$ cat src/rtl/config_pkg.sv
// Shared configuration for the AFU register file and its host-side loader.
// Defines the register-file data types (vector_t, ternary_matrix_t), the
// number of vector registers, the loader beat width, the loader select width
// and the loader FSM state enum.
package config_pkg;

  localparam int unsigned NumVectorRegisters = 4;
  localparam int unsigned VectorWidth        = 128;
  localparam int unsigned TernaryDim         = 6;

  typedef logic [VectorWidth-1:0] vector_t;
  typedef logic [1:0] trit_t;
  typedef trit_t [TernaryDim-1:0][TernaryDim-1:0] ternary_matrix_t;

  localparam int unsigned LoaderBeatWidth = 32;
  // Select encodes every vector register plus one extra code for the matrix.
  localparam int unsigned LoaderSelWidth  = $clog2(NumVectorRegisters + 1);

  typedef enum logic [1:0] {
    IDLE,
    LOAD,
    COMMIT,
    READ
  } loader_state_e;

endpackage

$ cat src/rtl/reg_loader_if.sv
// Host-facing bus of reg_loader: command handshake, load beat stream,
// readback beat stream and the done/err completion pulses.
//   master : host side (drives cmd_*_i, data_*_i, rd_ready_i)
//   slave  : reg_loader side (drives cmd_ready_o, data_ready_o, rd_*_o,
//            done_o, err_o)
interface reg_loader_if
  import config_pkg::*;
#(
  parameter int unsigned BeatWidth = LoaderBeatWidth
) ();

  logic                      cmd_valid_i;
  logic                      cmd_ready_o;
  logic [LoaderSelWidth-1:0] cmd_sel_i;
  logic                      cmd_rd_i;

  logic                      data_valid_i;
  logic                      data_ready_o;
  logic [BeatWidth-1:0]      data_i;

  logic                      rd_valid_o;
  logic                      rd_ready_i;
  logic [BeatWidth-1:0]      rd_data_o;
  logic                      rd_last_o;

  logic                      done_o;
  logic                      err_o;

  modport master (
    output cmd_valid_i, cmd_sel_i, cmd_rd_i,
    output data_valid_i, data_i,
    output rd_ready_i,
    input  cmd_ready_o, data_ready_o,
    input  rd_valid_o, rd_data_o, rd_last_o,
    input  done_o, err_o
  );

  modport slave (
    input  cmd_valid_i, cmd_sel_i, cmd_rd_i,
    input  data_valid_i, data_i,
    input  rd_ready_i,
    output cmd_ready_o, data_ready_o,
    output rd_valid_o, rd_data_o, rd_last_o,
    output done_o, err_o
  );

endinterface

$ cat src/rtl/reg_loader.sv
// Host-side load sequencer for the AFU register file.
// A command names one destination (vector register or ternary matrix); the
// destination's contents arrive as BeatWidth-bit beats (beat 0 least
// significant) and are committed with a single one-cycle write enable.
// Optional readback (macro REG_LOADER_READBACK_EN) snapshots a register and
// streams it out in the same beat format; without it, readback commands are
// rejected with err and the rd_* outputs are tied low.
// Ports:
//   clk_i, rst_i        clock, synchronous active-high reset
//   host                reg_loader_if.slave (cmd / data / rd streams, done, err)
//   w_v_en_o/w_v_data_o vector register write port (one-hot enable)
//   w_tm_en_o/w_tm_data_o ternary matrix write port
//   r_v_data_i/r_tm_data_i register file read data (readback snapshot source)
module reg_loader
  import config_pkg::*;
#(
  parameter int unsigned BeatWidth = LoaderBeatWidth
) (
  input  logic                          clk_i,
  input  logic                          rst_i,
  reg_loader_if.slave                   host,
  output logic [NumVectorRegisters-1:0] w_v_en_o,
  output vector_t                       w_v_data_o [NumVectorRegisters],
  output logic                          w_tm_en_o,
  output ternary_matrix_t               w_tm_data_o,
  input  vector_t                       r_v_data_i [NumVectorRegisters],
  input  ternary_matrix_t               r_tm_data_i
);

  localparam int unsigned VectorBits  = $bits(vector_t);
  localparam int unsigned MatrixBits  = $bits(ternary_matrix_t);
  localparam int unsigned VectorBeats = (VectorBits + BeatWidth - 1) / BeatWidth;
  localparam int unsigned MatrixBeats = (MatrixBits + BeatWidth - 1) / BeatWidth;
  localparam int unsigned MaxBeats    = (VectorBeats > MatrixBeats) ? VectorBeats : MatrixBeats;
  localparam int unsigned BufWidth    = MaxBeats * BeatWidth;
  localparam int unsigned CntWidth    = (MaxBeats > 1) ? $clog2(MaxBeats) : 1;
  localparam int unsigned VIdxWidth   = (NumVectorRegisters > 1) ? $clog2(NumVectorRegisters) : 1;
  localparam logic [LoaderSelWidth-1:0] MatrixSel = LoaderSelWidth'(NumVectorRegisters);
  localparam logic [CntWidth-1:0]       CntOne    = CntWidth'(1);

  loader_state_e                       state_q;
  logic [CntWidth-1:0]                 cnt_q;
  logic [CntWidth-1:0]                 last_q;
  logic [LoaderSelWidth-1:0]           sel_q;
  logic [MaxBeats-1:0][BeatWidth-1:0]  beat_buf_q;
  logic [BufWidth-1:0]                 buf_flat;

  logic                                cmd_ready_q;
  logic                                data_ready_q;
  logic [NumVectorRegisters-1:0]       v_en_q;
  logic                                tm_en_q;
  logic                                done_q;
  logic                                err_q;

  logic                                cmd_fire;
  logic                                cmd_bad;
  logic                                cmd_is_tm;
  logic [CntWidth-1:0]                 cmd_last;

  // cmd_ready_q resets to 1 so the block is ready in the first cycle after
  // reset; masking with rst_i keeps it low while reset is held.
  assign host.cmd_ready_o  = cmd_ready_q & ~rst_i;
  assign host.data_ready_o = data_ready_q;
  assign host.done_o       = done_q;
  assign host.err_o        = err_q;

  assign cmd_fire  = host.cmd_valid_i & host.cmd_ready_o;
  assign cmd_is_tm = (host.cmd_sel_i == MatrixSel);
  assign cmd_last  = cmd_is_tm ? CntWidth'(MatrixBeats - 1) : CntWidth'(VectorBeats - 1);

`ifdef REG_LOADER_READBACK_EN
  logic rd_valid_q;
  logic rd_last_q;

  assign cmd_bad = (host.cmd_sel_i > MatrixSel);

  assign host.rd_valid_o = rd_valid_q;
  assign host.rd_last_o  = rd_last_q;
  assign host.rd_data_o  = beat_buf_q[cnt_q];
`else
  logic unused_rd;

  assign cmd_bad = (host.cmd_sel_i > MatrixSel) | host.cmd_rd_i;

  assign host.rd_valid_o = 1'b0;
  assign host.rd_last_o  = 1'b0;
  assign host.rd_data_o  = '0;

  always_comb begin
    unused_rd = host.rd_ready_i ^ (^r_tm_data_i);
    for (int unsigned i = 0; i < NumVectorRegisters; i++) begin
      unused_rd = unused_rd ^ (^r_v_data_i[i]);
    end
  end
`endif

  // The beat buffer is deliberately left out of reset: a reset mid-load only
  // needs the FSM back in IDLE, the stale contents are never committed.
  always_ff @(posedge clk_i) begin
    if (rst_i) begin
      state_q      <= IDLE;
      cnt_q        <= '0;
      cmd_ready_q  <= 1'b1;
      data_ready_q <= 1'b0;
      v_en_q       <= '0;
      tm_en_q      <= 1'b0;
      done_q       <= 1'b0;
      err_q        <= 1'b0;
`ifdef REG_LOADER_READBACK_EN
      rd_valid_q   <= 1'b0;
      rd_last_q    <= 1'b0;
`endif
    end else begin
      v_en_q  <= '0;
      tm_en_q <= 1'b0;
      done_q  <= 1'b0;
      err_q   <= 1'b0;

      unique case (state_q)
        IDLE: begin
          if (cmd_fire) begin
            if (cmd_bad) begin
              err_q <= 1'b1;
            end else begin
              sel_q       <= host.cmd_sel_i;
              last_q      <= cmd_last;
              cnt_q       <= '0;
              cmd_ready_q <= 1'b0;
`ifdef REG_LOADER_READBACK_EN
              if (host.cmd_rd_i) begin
                state_q    <= READ;
                rd_valid_q <= 1'b1;
                rd_last_q  <= (cmd_last == '0);
                if (cmd_is_tm) begin
                  beat_buf_q <= BufWidth'(r_tm_data_i);
                end else begin
                  beat_buf_q <= BufWidth'(r_v_data_i[host.cmd_sel_i[VIdxWidth-1:0]]);
                end
              end else
`endif
              begin
                state_q      <= LOAD;
                data_ready_q <= 1'b1;
              end
            end
          end
        end

        LOAD: begin
          if (host.data_valid_i) begin
            beat_buf_q[cnt_q] <= host.data_i;
            if (cnt_q == last_q) begin
              state_q      <= COMMIT;
              data_ready_q <= 1'b0;
              done_q       <= 1'b1;
              if (sel_q == MatrixSel) begin
                tm_en_q <= 1'b1;
              end else begin
                for (int unsigned i = 0; i < NumVectorRegisters; i++) begin
                  v_en_q[i] <= (sel_q == LoaderSelWidth'(i));
                end
              end
            end else begin
              cnt_q <= cnt_q + CntOne;
            end
          end
        end

        COMMIT: begin
          state_q     <= IDLE;
          cmd_ready_q <= 1'b1;
        end

`ifdef REG_LOADER_READBACK_EN
        READ: begin
          if (host.rd_ready_i) begin
            if (cnt_q == last_q) begin
              state_q     <= IDLE;
              rd_valid_q  <= 1'b0;
              rd_last_q   <= 1'b0;
              done_q      <= 1'b1;
              cmd_ready_q <= 1'b1;
            end else begin
              cnt_q     <= cnt_q + CntOne;
              rd_last_q <= ((cnt_q + CntOne) == last_q);
            end
          end
        end
`endif

        default: state_q <= IDLE;
      endcase
    end
  end

  assign buf_flat    = beat_buf_q;
  assign w_v_en_o    = v_en_q;
  assign w_tm_en_o   = tm_en_q;
  assign w_tm_data_o = buf_flat[MatrixBits-1:0];

  always_comb begin
    for (int unsigned i = 0; i < NumVectorRegisters; i++) begin
      w_v_data_o[i] = buf_flat[VectorBits-1:0];
    end
  end

endmodule

$ cat src/flat_wrapper.sv
// flat-port wrapper written by rule: the top's interface ports become plain ports
module reg_loader_flat import config_pkg::*;
#(
  parameter int unsigned BeatWidth = LoaderBeatWidth
)
  (clk_i, rst_i, w_v_en_o, w_v_data_o, w_tm_en_o, w_tm_data_o, r_v_data_i, r_tm_data_i, host_cmd_valid_i, host_cmd_sel_i, host_cmd_rd_i, host_data_valid_i, host_data_i, host_rd_ready_i, host_cmd_ready_o, host_data_ready_o, host_rd_valid_o, host_rd_data_o, host_rd_last_o, host_done_o, host_err_o);
  reg_loader_if #(.BeatWidth(BeatWidth)) host_i ();
  input  logic clk_i;
  input  logic rst_i;
  output logic [NumVectorRegisters-1:0] w_v_en_o;
  output vector_t w_v_data_o[NumVectorRegisters];
  output logic w_tm_en_o;
  output ternary_matrix_t w_tm_data_o;
  input  vector_t r_v_data_i[NumVectorRegisters];
  input  ternary_matrix_t r_tm_data_i;
  input wire logic [$bits(host_i.cmd_valid_i)-1:0] host_cmd_valid_i;
  input wire logic [$bits(host_i.cmd_sel_i)-1:0] host_cmd_sel_i;
  input wire logic [$bits(host_i.cmd_rd_i)-1:0] host_cmd_rd_i;
  input wire logic [$bits(host_i.data_valid_i)-1:0] host_data_valid_i;
  input wire logic [$bits(host_i.data_i)-1:0] host_data_i;
  input wire logic [$bits(host_i.rd_ready_i)-1:0] host_rd_ready_i;
  output wire logic [$bits(host_i.cmd_ready_o)-1:0] host_cmd_ready_o;
  output wire logic [$bits(host_i.data_ready_o)-1:0] host_data_ready_o;
  output wire logic [$bits(host_i.rd_valid_o)-1:0] host_rd_valid_o;
  output wire logic [$bits(host_i.rd_data_o)-1:0] host_rd_data_o;
  output wire logic [$bits(host_i.rd_last_o)-1:0] host_rd_last_o;
  output wire logic [$bits(host_i.done_o)-1:0] host_done_o;
  output wire logic [$bits(host_i.err_o)-1:0] host_err_o;
  assign host_i.cmd_valid_i = host_cmd_valid_i;
  assign host_i.cmd_sel_i = host_cmd_sel_i;
  assign host_i.cmd_rd_i = host_cmd_rd_i;
  assign host_i.data_valid_i = host_data_valid_i;
  assign host_i.data_i = host_data_i;
  assign host_i.rd_ready_i = host_rd_ready_i;
  assign host_cmd_ready_o = host_i.cmd_ready_o;
  assign host_data_ready_o = host_i.data_ready_o;
  assign host_rd_valid_o = host_i.rd_valid_o;
  assign host_rd_data_o = host_i.rd_data_o;
  assign host_rd_last_o = host_i.rd_last_o;
  assign host_done_o = host_i.done_o;
  assign host_err_o = host_i.err_o;
  reg_loader #(.BeatWidth(BeatWidth)) u_core (.clk_i(clk_i), .rst_i(rst_i), .host(host_i), .w_v_en_o(w_v_en_o), .w_v_data_o(w_v_data_o), .w_tm_en_o(w_tm_en_o), .w_tm_data_o(w_tm_data_o), .r_v_data_i(r_v_data_i), .r_tm_data_i(r_tm_data_i));
endmodule
$ cat config.mk
export PLATFORM = sky130hd
export DESIGN_NAME = reg_loader_flat
export DESIGN_NICKNAME = d
export VERILOG_FILES = /design/src/rtl/config_pkg.sv /design/src/rtl/reg_loader_if.sv /design/src/rtl/reg_loader.sv /design/src/flat_wrapper.sv
export SDC_FILE = /design/constraint.sdc
export NUM_CORES = 1
export LEC_CHECK = 0
export ABC_CLOCK_PERIOD_IN_PS = 4100
export BUFFER_PORTS_ARGS = -buffer_cell sky130_fd_sc_hd__buf_2
export CORE_AREA = 3 3 484 486
export CTS_BUF_LIST = sky130_fd_sc_hd__clkbuf_4 sky130_fd_sc_hd__clkbuf_8 sky130_fd_sc_hd__clkbuf_16
export DETAILED_ROUTE_END_ITERATION = 10
export DIE_AREA = 0 0 487 489
export HOLD_SLACK_MARGIN = 0.03
export PLACE_DENSITY = 0.3
export SLEW_MARGIN = 20
export SYNTH_ARGS = -nofsm -noshare
export SYNTH_HDL_FRONTEND = slang
export SYNTH_SLANG_ARGS = --single-unit
export TNS_END_PERCENT = 10
$ cat constraint.sdc
create_clock -name clk_i -period 4.1 [get_ports clk_i]
set_clock_uncertainty 0.2 [all_clocks]
set_input_delay 0.615 -clock clk_i [delete_from_list [all_inputs] [get_ports clk_i]]
set_output_delay 0.615 -clock clk_i [all_outputs]
set_load 0.1 [all_outputs]
== Yosys cells after proc, flatten, opt, wreduce, memory -nomap -nowiden ==
Index checks and enable logic that the tools add are counted.
Storage, ports and cells
  bits in registers: 146
  word-level logic and storage cells: 81
  bits of input ports: 625
Operators by class
  equality and inequality tests: 13
  reductions and logical operators: 15
  bitwise logic cells: 10
  add/subtract/negate cells: 1
  magnitude comparators: 3
  muxes and demuxes: 25
Operator list (number)
  $bwmux W128: 1
  $demux W32 S2: 1
  $mux W32: 1
  $mux W2: 8
  $mux W1: 10
  $reduce_and A5 Y1: 2
  $pmux W2 S2: 2
  $reduce_and A4 Y1: 2
  $not A1 Y1: 7
  $eq A3 B2 Y1 const B: 2
  $eq A3 B3 Y1 const B: 2
  $ne A2 B2 Y1 const B: 3
  $reduce_and A3 Y1: 2
  $reduce_or A3 Y1: 2
  $reduce_or A5 Y1: 1
  $ne A2 B1 Y1 const B: 2
  $pmux W1 S2: 2
  $reduce_bool A2 Y1: 2
  $reduce_or A4 Y1: 1
  $eq A3 B1 Y1 const B: 1
  $gt A3 B3 Y1 const B: 1
  $logic_not A3 Y1: 1
  $lt A2 B3 Y1 const B: 1
  $add A2 B1 Y2 const B: 1
  8 further kinds: 9

== Depth between registers and ports, before layout ==
  depth in word-level cells: 5
  mapped depth: 5
  mapped depth without buffers: 5

== Least setup slack after synthesis ==
Ideal clock, no wire load.
  path type: in2reg
  start: input host_data_valid_i
  end: register u_core.beat_buf_q (netlist bit u_core.w_tm_data_o[0]) (enable)
  stages on the path: 3
  required time: 3.508 ns
  buffers on the path: 0
  path slack: 1.784 ns
  arrival time: 1.724 ns
  setup time: 0.392 ns
  path through: nand3b_1 > nor2_1 > and2_1
On the way
  longest elaborated chain between the ends: 1
RTL lines
  start, declared: RTL line flat_wrapper.sv:19  | input wire logic [$bits(host_i.data_valid_i)-1:0] host_data_valid_i;
  $reduce_and A3 Y1 (no source line)
  end signal, assigned by index: RTL line reg_loader.sv:151  | beat_buf_q[cnt_q] <= host.data_i;
  end, declared: RTL line reg_loader.sv:45  | logic [MaxBeats-1:0][BeatWidth-1:0] beat_buf_q;
Every way passes these cells.
A chain may end at the register's enable or synchronous reset.

== Final worst setup path ==
  start: register u_core.beat_buf_q (netlist bit u_core.w_tm_data_o[37])
  end: output w_v_data_o[37] (netlist name)
RTL lines
  end, declared: RTL line flat_wrapper.sv:11  | output vector_t w_v_data_o[NumVectorRegisters];
No word-level cell between the ends.

==> metrics.txt <==
R2R Setup Slk=1660 ps; largest net degree at the start of global routing=33; power density cells=297 nW/µm²; Die ar.=238000 µm²; RSZ-0062 raised after global routing=no; footprint of the multi-input gates=448 µm²; post-synth top area share=48.1%; Die X=487 µm; Static Leakage=4.31 nW; die height=489 µm; max cap viols=0; Final Util=5.33%; final setup vio count=0; #FFs+latches synth=145; critical path arrival=2100 ps; crit end category=primary output; initial antenna violation count=46; I/O Buffers=632; clock sinks=145; critical path class=register to primary output; cts bufs inserted=17; Starting DRT DRC Count=268; first-pass GRT wire length=77800 µm; Async SR Flop Fraction=0%; Peak Freq=343 MHz; Final nets=1508; status=finished, final reports clean; met1 usage=6.79%; CP max FO=5; min Tclk post-route=2920 ps; switching portion of total power=31.5%; Final Hold Viols=0; Yosys warnings=0; routed len/inst=18.1 µm; Switching Power=0.00115 W; met2 global-route usage=9.14%; vias in the first global route=4410; Area Overhead vs Synth=48.9%; Rel. slew slack=32.7%; site row count=176; Clk pwr share=46.6%; distinct cell type count after synthesis=30; Final Cycle Share=71.2%; critical-path cell list=buf_2; Post-synth EDFFs=132; setup tns final=0 ps; H-tree levels=4; Worst Tran Pin Value=1010 ps; Synth area leader=edfxtp_1; Initial Util=3.58%; Max stage delay on crit path=1010 ps; sequential power share=44.7%; Post-CTS Resized=0; Most used DFF post-synth=edfxtp_1; syn_area_per_cell=12.1 µm²; post-DP HPWL=60500 µm; clock transition at the registers of the reported paths=110 ps; core region area=230000 µm²; CTS tree=done; IO Pins=1252; Crit path buffers/inverters=1; most common cell in the synthesized netlist=buf_4; Synth Instances=681; CP max stage cell=edfxtp_1; clk root buf=clkbuf_16; internal power=0.00249 W; Crit path max-delay family=flip-flops; Comb pwr share=8.8%; Clock Tree Buf Depth=2; Synth Cell Area=8240 µm²; DR vias/cell=1.39; fill count=27000; VDD IR-drop max=189 µV; drt pass-1 iters=4; Clock Latency Late Sink=520 ps; total gr overflow=0; register area share after synthesis=51.2%; DR vias=5445; Slew Viols, Final=0; Setup Buffers After CTS=0; ranking of synthesized cells by area=edfxtp_1 (48%), buf_4 (45%), dfxtp_1 (3.2%); routing usage on met3=2.45%; share of layout cells above drive strength 1=75.3%; Critical Path RT=3280 ps; # DRC=0; Commonest cells post-synth=buf_4 (490), edfxtp_1 (132), dfxtp_1 (13); Routed WL=71000 µm; all-layer global routing usage=5.70%; Register Area=4220 µm²; Most Crowded Layer GR=met2; nature of the critical path startpoint=register; Routability Congestion=0.625; post-route ant nets=0; class of the tightest hold or removal check=input port to register
routing by layer:
metal | wire length [µm] | part of all wire [%]
met1 | 28600 | 40
met2 | 32400 | 46
met3 | 8000 | 11
met4 | 1930 | 2.7
met5 | 0 | 0
final cells by class:
| cell class | instances | share of cell area [%] |
|---|---|---|
| antenna | 13 | 0.265 |
| tap | 3026 | 30.9 |
| timing repair buffer | 636 | 26.1 |
| sequential | 145 | 34.4 |
| inverter | 7 | 0.214 |
| clock buffer | 19 | 3.59 |
| clock inverter | 12 | 0.918 |
| multi-input combinational | 72 | 3.65 |
final timing paths:
path | depth (start not counted) | to | from
worst min register to register | 1 | u_core.w_tm_en_o$_SDFF_PP0_ | u_core.sel_q[1]$_DFFE_PP_
worst max register to register | 3 | u_core.w_v_data_o[87]$_DFFE_PP_ | u_core.state_q[1]$_SDFFE_PP0P_
worst min-delay path | 1 | u_core.w_tm_data_o[59]$_DFFE_PP_ | host_data_i[27]
worst max-delay path | 1 | w_v_data_o[37] | u_core.w_tm_data_o[37]$_DFFE_PP_
timing repair:
item	in CTS	in global routing
hold buffers	3	0
hold endpoints to repair	3	0
setup endpoints to repair	0	0
state kept, by name, summed over array words and instances, names as in the netlist:
signal,count
u_core.host.data_ready_o,1
u_core.w_tm_en_o,1
u_core.w_tm_data_o,72
u_core.last_q,1
u_core.w_v_en_o,4
u_core.state_q,2
u_core.cmd_ready_q,1
u_core.host.done_o,1
u_core.host.err_o,1
u_core.sel_q,3
u_core.cnt_q,2
u_core.w_v_data_o,56
power groups by stage:
| stage | Combinational (W) | Sequential [W] | Clock, W |
|---|---|---|---|
| after floorplan | 0.000267 | 0.00168 | 0 |
| after global placement | 0.000321 | 0.00166 | 0 |
| after detailed placement | 0.000321 | 0.00166 | 0 |
| after CTS | 0.000323 | 0.00163 | 0.00183 |
| after global routing | 0.000331 | 0.00163 | 0.00187 |
| final | 0.000319 | 0.00163 | 0.00169 |
worst reg2reg max path, cell delays in order, from the launching register on:
cell and delay [ps]:
dfxtp_1 390, nand3b_1 230, nor2_1 300, and2_4 780
logic make-up after synthesis:
family                   count (synthesis)  synth area share [%]
XOR/XNOR                                 1                 0.106
buffers and inverters                  497                  44.9
adder cells (fa/ha/maj)                  4                 0.607
AO/OA/AOI/OAI                            9                  1.12
AND/OR/NAND/NOR                         24                  1.93
flip-flops                             145                  51.2
other                                    1                0.0455
cells in the final DEF, fill, tap and decap left out, types with 2 or more instances in the layout:
cell type and instances:
buf_2 632, edfxtp_1 132, conb_1 34, clkbuf_16 17, diode_2 13, dfxtp_1 13, clkinvlp_4 7, inv_1 6
and2_4 4, ha_1 4, nand2_1 3, nand3_1 3, nor4b_1 3, dlygate4sd3_1 3, nor2_1 2, a21oi_1 2
inv_6 2, clkbuf_4 2
stage by stage:
step	hold slack (ps)	cells	total power [W]	setup slack [ps]	cell area, µm²
final	106	3930	0.00364	1180	12300
after global routing	43.9	3918	0.00383	1070	12200
after CTS	33.5	3917	0.00378	1020	12200
after detailed placement	300	3883	0.00198	1410	11700
after global placement	306	3883	0.00198	1350	11700
after floorplan	271	714	0.00195	1780	8370
(Power assumes the default switching activity.)
